**config.mk**
```make
export PLATFORM = sky130hd
export DESIGN_NAME = fram_spi_reader
export DESIGN_NICKNAME = d
export VERILOG_FILES = /design/src/rtl/fram_spi_reader.sv
export SDC_FILE = /design/constraint.sdc
export NUM_CORES = 1
export LEC_CHECK = 0
export CAP_MARGIN = 20
export CORE_MARGIN = 3
export CORE_UTILIZATION = 58
export DETAILED_ROUTE_END_ITERATION = 10
export GPL_TIMING_DRIVEN = 0
export HOLD_SLACK_MARGIN = 0.06
export PLACE_DENSITY = 0.8
export SKIP_LAST_GASP = 1
export SLEW_MARGIN = 20
export SYNTH_ARGS = -nofsm -noshare
export SYNTH_HDL_FRONTEND = slang
export SYNTH_SLANG_ARGS = --single-unit
```
**constraint.sdc**
```tcl
create_clock -name sys_clk -period 3 [get_ports sys_clk]
set_clock_uncertainty 0.15 [all_clocks]
set_input_delay 0.45 -clock sys_clk [delete_from_list [all_inputs] [get_ports sys_clk]]
set_output_delay 0.45 -clock sys_clk [all_outputs]
set_load 0.02 [all_outputs]
```
**src/rtl/fram_spi_reader.sv**
```systemverilog
// SPI mode-0 burst reader for the configuration FRAM (READ 0x03, 16-bit address).
// One request in flight plus one pending slot; one byte per valid pulse.
module fram_spi_reader #(
  parameter int         CLK_DIV      = 4,
  parameter int         CS_SETUP_CYC = 2,
  parameter int         CS_HOLD_CYC  = 2,
  parameter int         CS_GAP_CYC   = 4,
  parameter logic [7:0] CMD_READ     = 8'h03
) (
  input  logic        sys_clk,
  input  logic        glbl_rst,
  input  logic        afpga_fram_rden,
  input  logic [10:0] afpga_fram_length,
  input  logic [15:0] afpga_fram_addr,
  output logic        init_fram_valid,
  output logic        init_fram_last,
  output logic [7:0]  init_fram_data,
  output logic        fram_busy,
  output logic        req_drop,
  output logic        fram_cs_n,
  output logic        fram_sclk,
  output logic        fram_mosi,
  input  logic        fram_miso
);

  localparam int TMAX = 2 * CLK_DIV + CS_SETUP_CYC
                      + CS_HOLD_CYC + CS_GAP_CYC;
  localparam int CW = $clog2(TMAX + 1);

  localparam logic [CW-1:0] SAMPLE_AT = CW'(CLK_DIV - 1);
  localparam logic [CW-1:0] HIGH_AT   = CW'(CLK_DIV);
  localparam logic [CW-1:0] BIT_END   = CW'(2 * CLK_DIV - 1);
  localparam logic [CW-1:0] SETUP_END = CW'(CS_SETUP_CYC - 1);
  localparam logic [CW-1:0] HOLD_END  = CW'(CLK_DIV + CS_HOLD_CYC - 1);
  localparam logic [CW-1:0] GAP_END   = CW'(CS_GAP_CYC - 1);

  typedef enum logic [2:0] {
    S_IDLE,
    S_SETUP,
    S_CA,
    S_DATA,
    S_HOLD,
    S_GAP
  } state_t;

  state_t      state;
  state_t      state_n;
  logic [CW-1:0] cnt;
  logic [CW-1:0] cnt_n;
  logic [4:0]  bit_q;
  logic [4:0]  bit_n;
  logic [10:0] byte_q;
  logic [10:0] byte_n;
  logic [10:0] len_q;
  logic [10:0] len_last;
  logic [23:0] tx;
  logic [23:0] tx_n;
  logic [7:0]  rx;
  logic        rdy;
  logic        rden_d;
  logic        req;
  logic        req_ok;
  logic        start;
  logic        pend_v;
  logic [15:0] pend_addr;
  logic [10:0] pend_len;
  logic [15:0] start_addr;
  logic [10:0] start_len;
  logic        sample;
  logic        shift_n;

  assign len_last   = len_q - 11'd1;
  assign req        = afpga_fram_rden & ~rden_d;
  assign req_ok     = req & (afpga_fram_length != 11'd0);
  assign start_addr = pend_v ? pend_addr : afpga_fram_addr;
  assign start_len  = pend_v ? pend_len : afpga_fram_length;
  assign sample     = (state == S_DATA) && (cnt == SAMPLE_AT);
  assign shift_n    = (state_n == S_CA) || (state_n == S_DATA);

  always_comb begin
    state_n = state;
    cnt_n   = cnt + CW'(1);
    bit_n   = bit_q;
    byte_n  = byte_q;
    start   = 1'b0;
    unique case (state)
      S_IDLE: begin
        cnt_n = '0;
        if (pend_v || req_ok) begin
          start   = 1'b1;
          state_n = S_SETUP;
        end
      end
      S_SETUP: begin
        if (cnt == SETUP_END) begin
          state_n = S_CA;
          cnt_n   = '0;
          bit_n   = 5'd0;
        end
      end
      S_CA: begin
        if (cnt == BIT_END) begin
          cnt_n = '0;
          if (bit_q == 5'd23) begin
            state_n = S_DATA;
            bit_n   = 5'd0;
            byte_n  = 11'd0;
          end else begin
            bit_n = bit_q + 5'd1;
          end
        end
      end
      S_DATA: begin
        if (cnt == BIT_END) begin
          cnt_n = '0;
          if (bit_q == 5'd7) begin
            bit_n = 5'd0;
            if (byte_q == len_last) begin
              state_n = S_HOLD;
            end else begin
              byte_n = byte_q + 11'd1;
            end
          end else begin
            bit_n = bit_q + 5'd1;
          end
        end
      end
      S_HOLD: begin
        if (cnt == HOLD_END) begin
          state_n = S_GAP;
          cnt_n   = '0;
        end
      end
      S_GAP: begin
        if (cnt == GAP_END) begin
          cnt_n = '0;
          // a request arriving on the exit cycle is visible here
          if (pend_v || req_ok) begin
            start   = 1'b1;
            state_n = S_SETUP;
          end else begin
            state_n = S_IDLE;
          end
        end
      end
      default: begin
        state_n = S_IDLE;
        cnt_n   = '0;
      end
    endcase
  end

  always_comb begin
    tx_n = tx;
    if (start) begin
      tx_n = {CMD_READ, start_addr};
    end else if (state == S_CA && cnt == BIT_END) begin
      tx_n = {tx[22:0], 1'b0};
    end
  end

  always_ff @(posedge sys_clk) begin
    if (glbl_rst) begin
      state           <= S_IDLE;
      cnt             <= '0;
      bit_q           <= 5'd0;
      byte_q          <= 11'd0;
      len_q           <= 11'd0;
      tx              <= 24'd0;
      rx              <= 8'd0;
      rdy             <= 1'b0;
      rden_d          <= 1'b0;
      pend_v          <= 1'b0;
      pend_addr       <= 16'd0;
      pend_len        <= 11'd0;
      init_fram_valid <= 1'b0;
      init_fram_last  <= 1'b0;
      init_fram_data  <= 8'd0;
      fram_busy       <= 1'b0;
      req_drop        <= 1'b0;
      fram_cs_n       <= 1'b1;
      fram_sclk       <= 1'b0;
      fram_mosi       <= 1'b0;
    end else begin
      state  <= state_n;
      cnt    <= cnt_n;
      bit_q  <= bit_n;
      byte_q <= byte_n;
      tx     <= tx_n;
      rden_d <= afpga_fram_rden;
      if (start) begin
        len_q <= start_len;
      end
      if (req_ok && !pend_v && !start) begin
        pend_v    <= 1'b1;
        pend_addr <= afpga_fram_addr;
        pend_len  <= afpga_fram_length;
      end else if (start && pend_v) begin
        pend_v <= 1'b0;
      end
      req_drop  <= req_ok & pend_v;
      fram_cs_n <= (state_n == S_IDLE) || (state_n == S_GAP);
      fram_sclk <= shift_n && (cnt_n >= HIGH_AT);
      fram_mosi <= (state_n == S_CA) ? tx_n[23] : 1'b0;
      fram_busy <= (state_n != S_IDLE);
      if (sample) begin
        rx <= {rx[6:0], fram_miso};
      end
      // byte is complete one cycle after its 8th sample
      rdy             <= sample && (bit_q == 5'd7);
      init_fram_valid <= rdy;
      init_fram_last  <= rdy && (byte_q == len_last);
      if (rdy) begin
        init_fram_data <= rx;
      end
    end
  end

endmodule

```
==> summary by stage <==
Outcome
The flow ran to the end, and the final reports show no timing, DRC or antenna violations.

Global routing
Summed over all layers, the global routing overflow is 0. The maximum number of pins on one net before global-route repair is 20. The initial antenna violation count is 0. The number of global-route vias before repair is 4501. The first global-routing pass estimated 21000 um of wire. In the global route stage, overall resource usage came out at 0.2482.

Logic synthesis
The total of flip-flops plus latches after synthesis is 112. For this run, the number of Yosys warnings is 0. The count of cell types in the netlist is 61. A synthesized cell averages 8.397 um^2. The commonest register cell after synthesis is sky130_fd_sc_hd__dfxtp_1.

The sequential share of the synthesized area is 0.4146. Yosys mapped a number of flops with a built-in enable equal to 0. The cell count after synthesis is 644. The fraction of registers with async set/reset is 0. Summing every instance area after synthesis gives 5408 um^2.

When the netlist entered floorplanning its net count stood at 680.

STA
The slew at the pin closest to its max-slew limit is 840.7 ps. Derived from the worst setup path, the maximum achievable clock frequency is 0.3560 GHz. The worst pin sits at a relative slew slack of 0.4395.

The count of endpoints failing hold in the final timing report is 0. The final setup violation count is 0. Setup repair after global routing left no endpoint under its margin. The final period utilization is 0.9364.

The count of pins over their slew limit was 0. The worst path needs 2809 ps of the cycle, external delays included. The post-route setup TNS is 0 ps.

Final layout
The diode insertion count for antenna repair is 0. The proportion of layout cells with a drive suffix above 1 is 0.06667. The leading cell type in the layout, fill and taps excluded is sky130_fd_sc_hd__dfxtp_1. The final net count is 736. Leaving out fill and tap cells, the most frequent cells in the layout are sky130_fd_sc_hd__dfxtp_1 (112), sky130_fd_sc_hd__nand2_1 (104), sky130_fd_sc_hd__a21oi_1 (62), sky130_fd_sc_hd__mux2i_1 (47). The area added between synthesis and finish is 14.41%.

Power
Of the total power, combinational logic draws 0.184. The static leakage power is 2.098 nW. The clock power share is 0.281. The ratio of total power to cell area is 487.7 nW/um^2.

For this design the total switching power over the nets is 0.0009009 W. Cell internal power was estimated by the tool at 0.002116 W. The switching part of the total is 0.2986. The design draws 0.003017 W. IR analysis of the VDD net gives a maximum drop of 330.6 uV. Of the total power, registers draw 0.535.

Worst setup path
Of all nets on the critical path, the largest fanout is 10. Together, buffers and inverters on the worst path number 2. The arrival time of data at the critical path endpoint is 2920 ps. The signal on the critical path passes through inv_1 -> ha_1 -> or3b_2 -> o41ai_1 -> o211a_1 -> buf_2 -> a21boi_2 -> mux2_4. The largest delay contributor family on the critical path is compound AO/OA/AOI/OAI gates. The startpoint of the worst register-to-register path is len_q[0].

The data required time at the worst endpoint is 3110 ps. The sort of element at the start of the critical path is a flop. The cell at the slowest stage of the critical path is sky130_fd_sc_hd__or3b_2. The class of the most critical setup path is reg2reg. The stage delay of the slowest cell on the critical path is 510 ps.

STA classifies the critical path endpoint as a flop. The critical path starts at len_q[0].

Floorplan
For this design the top-level I/O count stands at 46. The x dimension of the die is 102.6 um. The die covers 10520 um^2. Row generation in the floorplan step produced 34 rows. The floorplan step set the die height to 102.6 um. The initial standard-cell utilization of the core is 0.6082. The standard cell core area is 8891 um^2.

Detailed routing
The detailed-route wire length per cell is 15.39 um. In the routed design, unresolved DRC markers number 0. The number of antenna-violating nets in the routed design is 0. The violation count after the first detailed-route iteration is 258. Detailed routing inserted a total of 4835 vias. The routed design has 12520 um of wire.

The number of detailed-routing iterations run before antenna repair is 7. The per-cell via count in the routed design is 5.947.

Clock tree
The maximum level of the CTS H-tree is 3. The number of buffers added by the clock tree synthesis step is 9. For this design, the CTS-stage hold fixing added 0 buffers. The clock-pin transition on the worst setup and hold timing paths is 110 ps. In this run the post-CTS setup repair buffer count came out at 0. The clock tree buffer depth is 2.

The clock sink count is 112. The clock latency of the later-clocked register in the worst-skew pair is 370 ps. TritonCTS built the clock tree. The number of gates resized after cts is 0. Clock tree synthesis selected as its root buffer the cell sky130_fd_sc_hd__clkbuf_8.

Placed design
The number of buffers inserted by port buffering is 44. The routability-driven placement congestion ratio is 0.9000. The post-DP HPWL is 9141 um.

Job
The count of maximum capacitance violations is 0.

Worst hold path
The startpoint of the most critical hold path is tx[18]. In this run the worst hold path is classified as reg2reg.
## final timing paths
check             cells past startpoint   endpoint  slack [ps]
setup / recovery                      8  byte_q[0]         190
hold / removal                        2     tx[19]         310
setup reg to reg                      8  byte_q[0]         190
hold reg to reg                       2     tx[19]         310
## worst reg2reg max path: stages, from the launching register on
cell and delay, ps:
sky130_fd_sc_hd__dfxtp_1 400, sky130_fd_sc_hd__inv_1 100, sky130_fd_sc_hd__ha_1 260, sky130_fd_sc_hd__or3b_2 510, sky130_fd_sc_hd__o41ai_1 450, sky130_fd_sc_hd__o211a_1 220
sky130_fd_sc_hd__buf_2 210, sky130_fd_sc_hd__a21boi_2 100, sky130_fd_sc_hd__mux2_4 310
## synthesized netlist by cell type, drive strengths merged, types with 7 or more instances
| library cell | n | area (um^2) |
|---|---|---|
| a211oi | 45 | 350.3 |
| o21ai | 8 | 40.03 |
| inv | 10 | 37.54 |
| xor2 | 10 | 87.58 |
| and2 | 20 | 125.1 |
| buf | 14 | 65.06 |
| nand2b | 14 | 87.58 |
| clkbuf | 28 | 115.1 |
| nor2 | 44 | 165.2 |
| nand2 | 104 | 390.4 |
| mux2i | 47 | 470.5 |
| dfxtp | 112 | 2242 |
| nor3 | 13 | 70.07 |
| nand3 | 23 | 115.1 |
| and3 | 7 | 45.05 |
| a21oi | 62 | 310.3 |
## logic make-up (layout without fill, tap and decap cells)
logic type / count (synthesis) / count (layout) / synth area share
compound gates: 144 / 144 / 0.1759
simple gates: 268 / 269 / 0.2427
mux: 50 / 50 / 0.09394
fa+ha+maj: 5 / 5 / 0.01157
xor+xnor: 13 / 13 / 0.02106
buf+inv: 52 / 112 / 0.04026
flops: 112 / 112 / 0.4146
## area by class of cell
class,instances,area [um^2]
fill,728,2704
buffer,42,181.4
multi-input combinational,481,2969
clock buffer,10,127.6
sequential,112,2242
inverter,10,37.54
timing repair buffer,44,440.4
tap,108,135.1
clock inverter,6,53.80
## stage by stage
stage                     setup WS, ps    util  instances  hold WS, ps  instance area, um^2
after global placement           121.2  0.6730        796        285.0                 5983
after detailed placement         37.00  0.6730        796        293.9                 5983
after floorplan                  513.4       -        644        277.3                 5408
after CTS                        40.65  0.6934        812        310.4                 6165
final                            190.8  0.6959        813        309.6                 6187
after global routing             11.99  0.6959        813        325.0                 6187
## power by group through the flow
stage | registers, W | logic (W) | clock network, W
global route | 0.00162 | 0.000614 | 0.000915
detailed placement | 0.00165 | 0.000544 | 0
finish | 0.00161 | 0.000554 | 0.000849
floorplan | 0.00164 | 0.000391 | 0
CTS | 0.00161 | 0.000548 | 0.000861
global placement | 0.00164 | 0.000523 | 0
## flip-flops by register name (all words and copies together), names as in the netlist, 3 cells and up
name / cells
len_q: 11
rx: 8
tx: 24
state: 3
byte_q: 11
init_fram_data: 8
pend_len: 11
bit_q: 5
pend_addr: 16
cnt: 5
## metal layers
metal | routed length [um] | up-vias | GRT usage
met5 | 0 | - | 0
met4 | 203 | 0 | 0.09082
met3 | 570 | 18 | 0.03721
met2 | 6018 | 139 | 0.4101
met1 | 5722 | 2288 | 0.3304
li1 | - | 2390 | -
Power figures use the tool's default switching activity.
==> patch 1 (config.mk and constraints unchanged) <==
`byte_q` no longer has a reset.
--- a/src/rtl/fram_spi_reader.sv
+++ b/src/rtl/fram_spi_reader.sv
@@ -165,5 +165,4 @@
       cnt             <= '0;
       bit_q           <= 5'd0;
-      byte_q          <= 11'd0;
       len_q           <= 11'd0;
       tx              <= 24'd0;
@@ -186,5 +185,4 @@
       cnt    <= cnt_n;
       bit_q  <= bit_n;
-      byte_q <= byte_n;
       tx     <= tx_n;
       rden_d <= afpga_fram_rden;
@@ -217,4 +215,8 @@
   end
 
+  always_ff @(posedge sys_clk) begin
+    byte_q <= byte_n;
+  end
+
 endmodule
 
Formal check against the unedited RTL: same outputs for any inputs over 10 cycles, from zero or initial values and one cycle with glbl_rst high; that may be too few to reach the edited logic, so the function may still have changed.
==> patch 1 against the unedited design <==
  * Clock power up 0.5%
  * Wire length fell by 10%
  * Setup slack improved by 43 ps
  * Design area is 2.0% lower
  * Global-route usage fell by 2.2 points
  * Sequential cell count did not move
  * Non-clock buffer count decreased by 6
  * Power down 0.86%
  * Area after synthesis fell by 2.4%
  * Critical path depth up 1
  * Die area is 2.2% lower
  * Maximum frequency grew 1.6%
  * Utilization is 0.41 points lower
==> patch 1: results (changes against the unedited design) <==
.. list-table::
   :header-rows: 1

   * - Metric
     - Value
   * - Result of the run
     - finished clean (unchanged)
   * - Arrival time worst endpoint
     - 2860 ps (was 2920 ps)
   * - Ratio of cells with drive above 1 in the final layout
     - 6.41% (was 6.67%)
   * - HPWL Detailed
     - 8.46 mm (was 9.14 mm)
   * - Count of distinct cell types in the synthesized netlist
     - 63 (was 61)
   * - Register-to-register path setup slack
     - 230 ps (was 190 ps)
   * - Non-filler cells in the finished layout
     - 748 (was 813)
   * - Worst setup path startpoint
     - cnt[0] (was len_q[0])
   * - Worst hold start
     - tx[20] (was tx[18])
   * - Total routed wirelength
     - 11.2 mm (was 12.5 mm)
   * - Number of design-rule violations left by the first detailed-router iteration
     - 186 (was 258)
   * - Peak supply drop
     - 304 uV (was 331 uV)
   * - Critical path's slowest cell
     - dfxtp_1 (was or3b_2)
   * - Hold path endpoint
     - tx[21] (was tx[19])
   * - Number of synthesized flops with an enable pin
     - 11 (was 0)
   * - Static leakage power
     - 2.40 nW (was 2.10 nW)
   * - Number of instances resized during post-cts repair
     - 1 (was 0)
   * - Share of the yosys chip area belonging to registers
     - 44.5% (was 41.5%)
   * - Layout filler cell count
     - 708 (was 728)
   * - Delay contributed by the slowest stage of the critical path
     - 440 ps (was 510 ps)
   * - Synthesized Nets
     - 616 (was 680)
   * - Largest delay share family, worst path
     - simple AND/OR/NAND/NOR gates (was compound AO/OA/AOI/OAI gates)
   * - Final-stage net count
     - 672 (was 736)
   * - Via count of the first global-routing pass
     - 4060 (was 4501)
   * - Worst Hold Depth
     - 2 (unchanged)
   * - GRT Total Usage
     - 22.6% (was 24.8%)
   * - Gate count of the mapped netlist
     - 580 (was 644)
   * - Global-route wire length before repair
     - 18.9 mm (was 21.0 mm)
   * - Clock slew at the register clock pins of the worst setup and hold paths
     - 90 ps (was 110 ps)
[patch 1: changes by cell type in the layout (fill, tap and decap cells not counted), sizes merged, moves of 11 or more]
cell,delta
dfxtp,-11
and3,+15
nand2b,-13
and2,-17
nand2,-39
a211oi,-17
mux2i,+25
a21oi,-49
nor2,+49
edfxtp,+11
[patch 1: logic make-up (layout without fill, tap and decap cells)]
logic type      count (synthesis)  after routing  synth area share, %
mux                            73             73                 13.9
simple gates                  242            242                 21.8
compound gates                 78             78                 10.6
fa+ha+maj                       5              5                 1.18
xor+xnor                       25             25                 4.15
buf+inv                        45            105                 3.79
flops                         112            112                 44.5
[patch 1: metrics by stage]
| stage | instance area [um^2] | hold WS [ps] | worst slack, ps | TNS, ps |
|---|---|---|---|---|
| floorplan | 5280 | 282 | 398 | 0 |
| global placement | 5870 | 290 | 64.8 | 0 |
| detailed placement | 5870 | 297 | 20.6 | 0 |
| CTS | 6050 | 311 | 161 | 0 |
| global route | 6060 | 330 | -26.9 | -35.7 |
| finish | 6060 | 311 | 234 | 0 |
[patch 1: layer usage]
metal / global-route usage, % / wire [um] / part of all wire, %
met3: 3.10 / 431 / 3.8
met2: 38.8 / 5500 / 49
met1: 29.3 / 5160 / 46
met4: 7.77 / 110 / 0.98
met5: 0 / 0 / 0
[patch 1: power by group]
part           leakage, nW  switching (mW)  internal [mW]
clock network       0.0904           0.469          0.384
logic                 1.37           0.267          0.236
registers            0.938          0.0549           1.58
[patch 1: cell type report]
cell class              count  area share (%)
clock inverters             3           0.722
multi-input cells         423            45.3
inverters                  10           0.619
plain buffers              35            2.68
repair buffers             45            7.43
well taps                 108            2.23
clock buffers              12            2.23
flip-flops and latches    112            38.8
==> patch 2 (same flow settings) <==
Made on the original files. Change the parameter `CS_HOLD_CYC` from 2 to 4.
--- a/src/rtl/fram_spi_reader.sv
+++ b/src/rtl/fram_spi_reader.sv
@@ -4,5 +4,5 @@
   parameter int         CLK_DIV      = 4,
   parameter int         CS_SETUP_CYC = 2,
-  parameter int         CS_HOLD_CYC  = 2,
+  parameter int         CS_HOLD_CYC  = 4,
   parameter int         CS_GAP_CYC   = 4,
   parameter logic [7:0] CMD_READ     = 8'h03
Behaviour: same outputs for any inputs over 10 cycles, from zero or initial values and one cycle with glbl_rst high; that may be too few to reach the edited logic, so the function may still have changed.
==> patch 2 against the unedited design <==
  * Die area shrank 3.1%
  * Setup slack gained 7.0 ps
  * Sequential cell count is the same
  * Power grew 0.64%
  * Wire length shrank 1.2%
  * Area after synthesis shrank 3.3%
  * Design area shrank 2.2%
  * Global-route usage grew 0.25 points
==> patch 2: results (changes against the unedited design) <==
.. list-table::
   :header-rows: 1

   * - Metric
     - Value
   * - Initial DRT Pass Iterations
     - 5 (was 7)
   * - Ratio of cells with drive above 1 in the final layout
     - 5.73% (was 6.67%)
   * - Via count of the first global-routing pass
     - 4383 (was 4501)
   * - GRT Total Usage
     - 25.1% (was 24.8%)
   * - Peak supply drop
     - 316 uV (was 331 uV)
   * - Top Registers
     - tx x24, pend_addr x16 (unchanged)
   * - Clock slew at the register clock pins of the worst setup and hold paths
     - 110 ps (about the same)
   * - Global placement routability congestion
     - 0.930 (was 0.900)
   * - Pin count of the biggest net entering global routing
     - 21 (was 20)
   * - Ranking of synthesized cells by area
     - dfxtp_1 (43%), mux2i_1 (11%), nor2_1 (6.1%) (was dfxtp_1 (41%), mux2i_1 (8.7%), nand2_1 (7.2%))
   * - HPWL Detailed
     - 8.94 mm (was 9.14 mm)
   * - Antenna diode count
     - 0 (unchanged)
   * - Arrival time worst endpoint
     - 2910 ps (was 2920 ps)
   * - Yosys warning total
     - 0 (unchanged)
   * - Buffer cell driving the clock tree root
     - clkbuf_8 (unchanged)
   * - HP Class
     - flip-flop to flip-flop (unchanged)
   * - Number of design-rule violations left by the first detailed-router iteration
     - 264 (was 258)
   * - Result of the run
     - finished clean (unchanged)
   * - Final-stage net count
     - 694 (was 736)
   * - Share of async-settable or async-resettable flops after synthesis
     - 0% (unchanged)
   * - Final period utilization
     - 93.4% (was 93.6%)
   * - Total clock buffers created by CTS
     - 9 (unchanged)
   * - Post-CTS setup buffer count
     - 0 (unchanged)
   * - Share of the yosys chip area belonging to registers
     - 42.9% (was 41.5%)
   * - Placement-stage cell area
     - 5810 um^2 (was 5980 um^2)
   * - Max FFs per register
     - 24 (unchanged)
   * - Post-placement worst setup slack
     - -305 ps (was 37.0 ps)
   * - Routed vias
     - 4586 (was 4835)
   * - Maximum clock path buffer count
     - 2 (unchanged)
   * - Count of distinct cell types in the synthesized netlist
     - 56 (was 61)
   * - Critical-path maximum fanout
     - 8 (was 10)
   * - Number of antenna violations at the first check in global routing
     - 0 (unchanged)
   * - Global-route wire length before repair
     - 20.5 mm (was 21.0 mm)
   * - Routed wire per std cell
     - 16.0 um (was 15.4 um)
   * - Top post-synthesis cells by count
     - dfxtp_1 (112), nor2_1 (85), nand2_1 (74) (was dfxtp_1 (112), nand2_1 (104), a21oi_1 (62))
   * - H-tree depth reported by CTS
     - 3 (unchanged)
   * - Synthesized Nets
     - 639 (was 680)
   * - Worst Tran Pin Value
     - 905 ps (was 841 ps)
   * - Clock latency reported for the late side of the worst-skew pair
     - 370 ps (about the same)
   * - Number of buffers added on ports
     - 44 (unchanged)
   * - Static leakage power
     - 2.29 nW (was 2.10 nW)
==> patch 2: cell types whose count changed in the layout (fill, tap and decap cells not counted), moves of 7 or more <==
cell / unedited run / this run
nor2_1: 43 / 85
a21oi_1: 62 / 23
nand2_1: 104 / 73
and2_1: 20 / 2
a211oi_1: 44 / 30
a311oi_1: 2 / 16
nor2b_1: 5 / 19
mux2i_1: 47 / 58
xnor2_1: 3 / 12
buf_2: 10 / 2
nand2b_1: 14 / 6
a31oi_1: 1 / 8
==> patch 2: worst paths after layout <==
| check | start | end | slack (ps) | depth (start not counted) |
|---|---|---|---|---|
| setup reg to reg | len_q[0] | fram_busy | 200 | 10 |
| hold / removal | tx[18] | tx[19] | 310 | 2 |
| hold reg to reg | tx[18] | tx[19] | 310 | 2 |
| setup / recovery | len_q[0] | fram_busy | 200 | 10 |
==> patch 2: area by class of cell <==
| class | instances | area [um^2] |
|---|---|---|
| buffer | 39 | 170 |
| tap | 108 | 135 |
| clock buffer | 10 | 128 |
| inverter | 10 | 37.5 |
| fill | 713 | 2670 |
| multi-input combinational | 442 | 2810 |
| sequential | 112 | 2240 |
| clock inverter | 6 | 86.3 |
| timing repair buffer | 44 | 440 |
==> patch 2: layer usage <==
metal  up-vias  global-route usage, %  share of wire [%]
met5         -                      0                  0
met4         0                   7.57                1.5
met3        14                   6.02                5.3
met2       138                   43.6                 51
met1      2196                   30.6                 43
li1       2238                      -                  -
==> patch 2: kinds of logic (layout without fill, tap and decap cells) <==
logic type | count (synthesis) | count (layout) | share of synthesized area (%)
compound gates | 111 | 111 | 15.2
xor+xnor | 17 | 17 | 2.85
fa+ha+maj | 5 | 5 | 1.20
buf+inv | 49 | 109 | 3.92
flops | 112 | 112 | 42.9
mux | 58 | 58 | 11.1
simple gates | 251 | 251 | 22.8
==> patch 2: critical path: stages (launching register included) <==
cell and delay, ps:
dfxtp_1 380, inv_1 80, ha_1 180, nor3b_4 340, a21oi_1 150, o21a_1 210, o32ai_2 280, nand4_1 250
o31ai_1 330, a211o_1 230, o21ai_0 90
==> patch 2: power breakdown <==
part	switching (mW)	internal, mW	total, mW	leakage [nW]
Clock	0.555	0.411	0.966	0.108
Combinational	0.259	0.205	0.464	1.28
Sequential	0.0510	1.55	1.61	0.911
==> patch 2: metrics by stage <==
step,TNS (ps),cells
2_1_floorplan,0,603
3_3_place_gp,-4780,755
3_5_place_dp,-5540,755
4_1_cts,0,771
5_1_grt,0,771
6_report,0,771
==> patch 2: what timing repair did <==
| item | in CTS | in global routing |
|---|---|---|
| resized for setup | 0 | 9 |
| hold endpoints to repair | 0 | 0 |
| endpoints found under the setup margin | 0 | 35 |
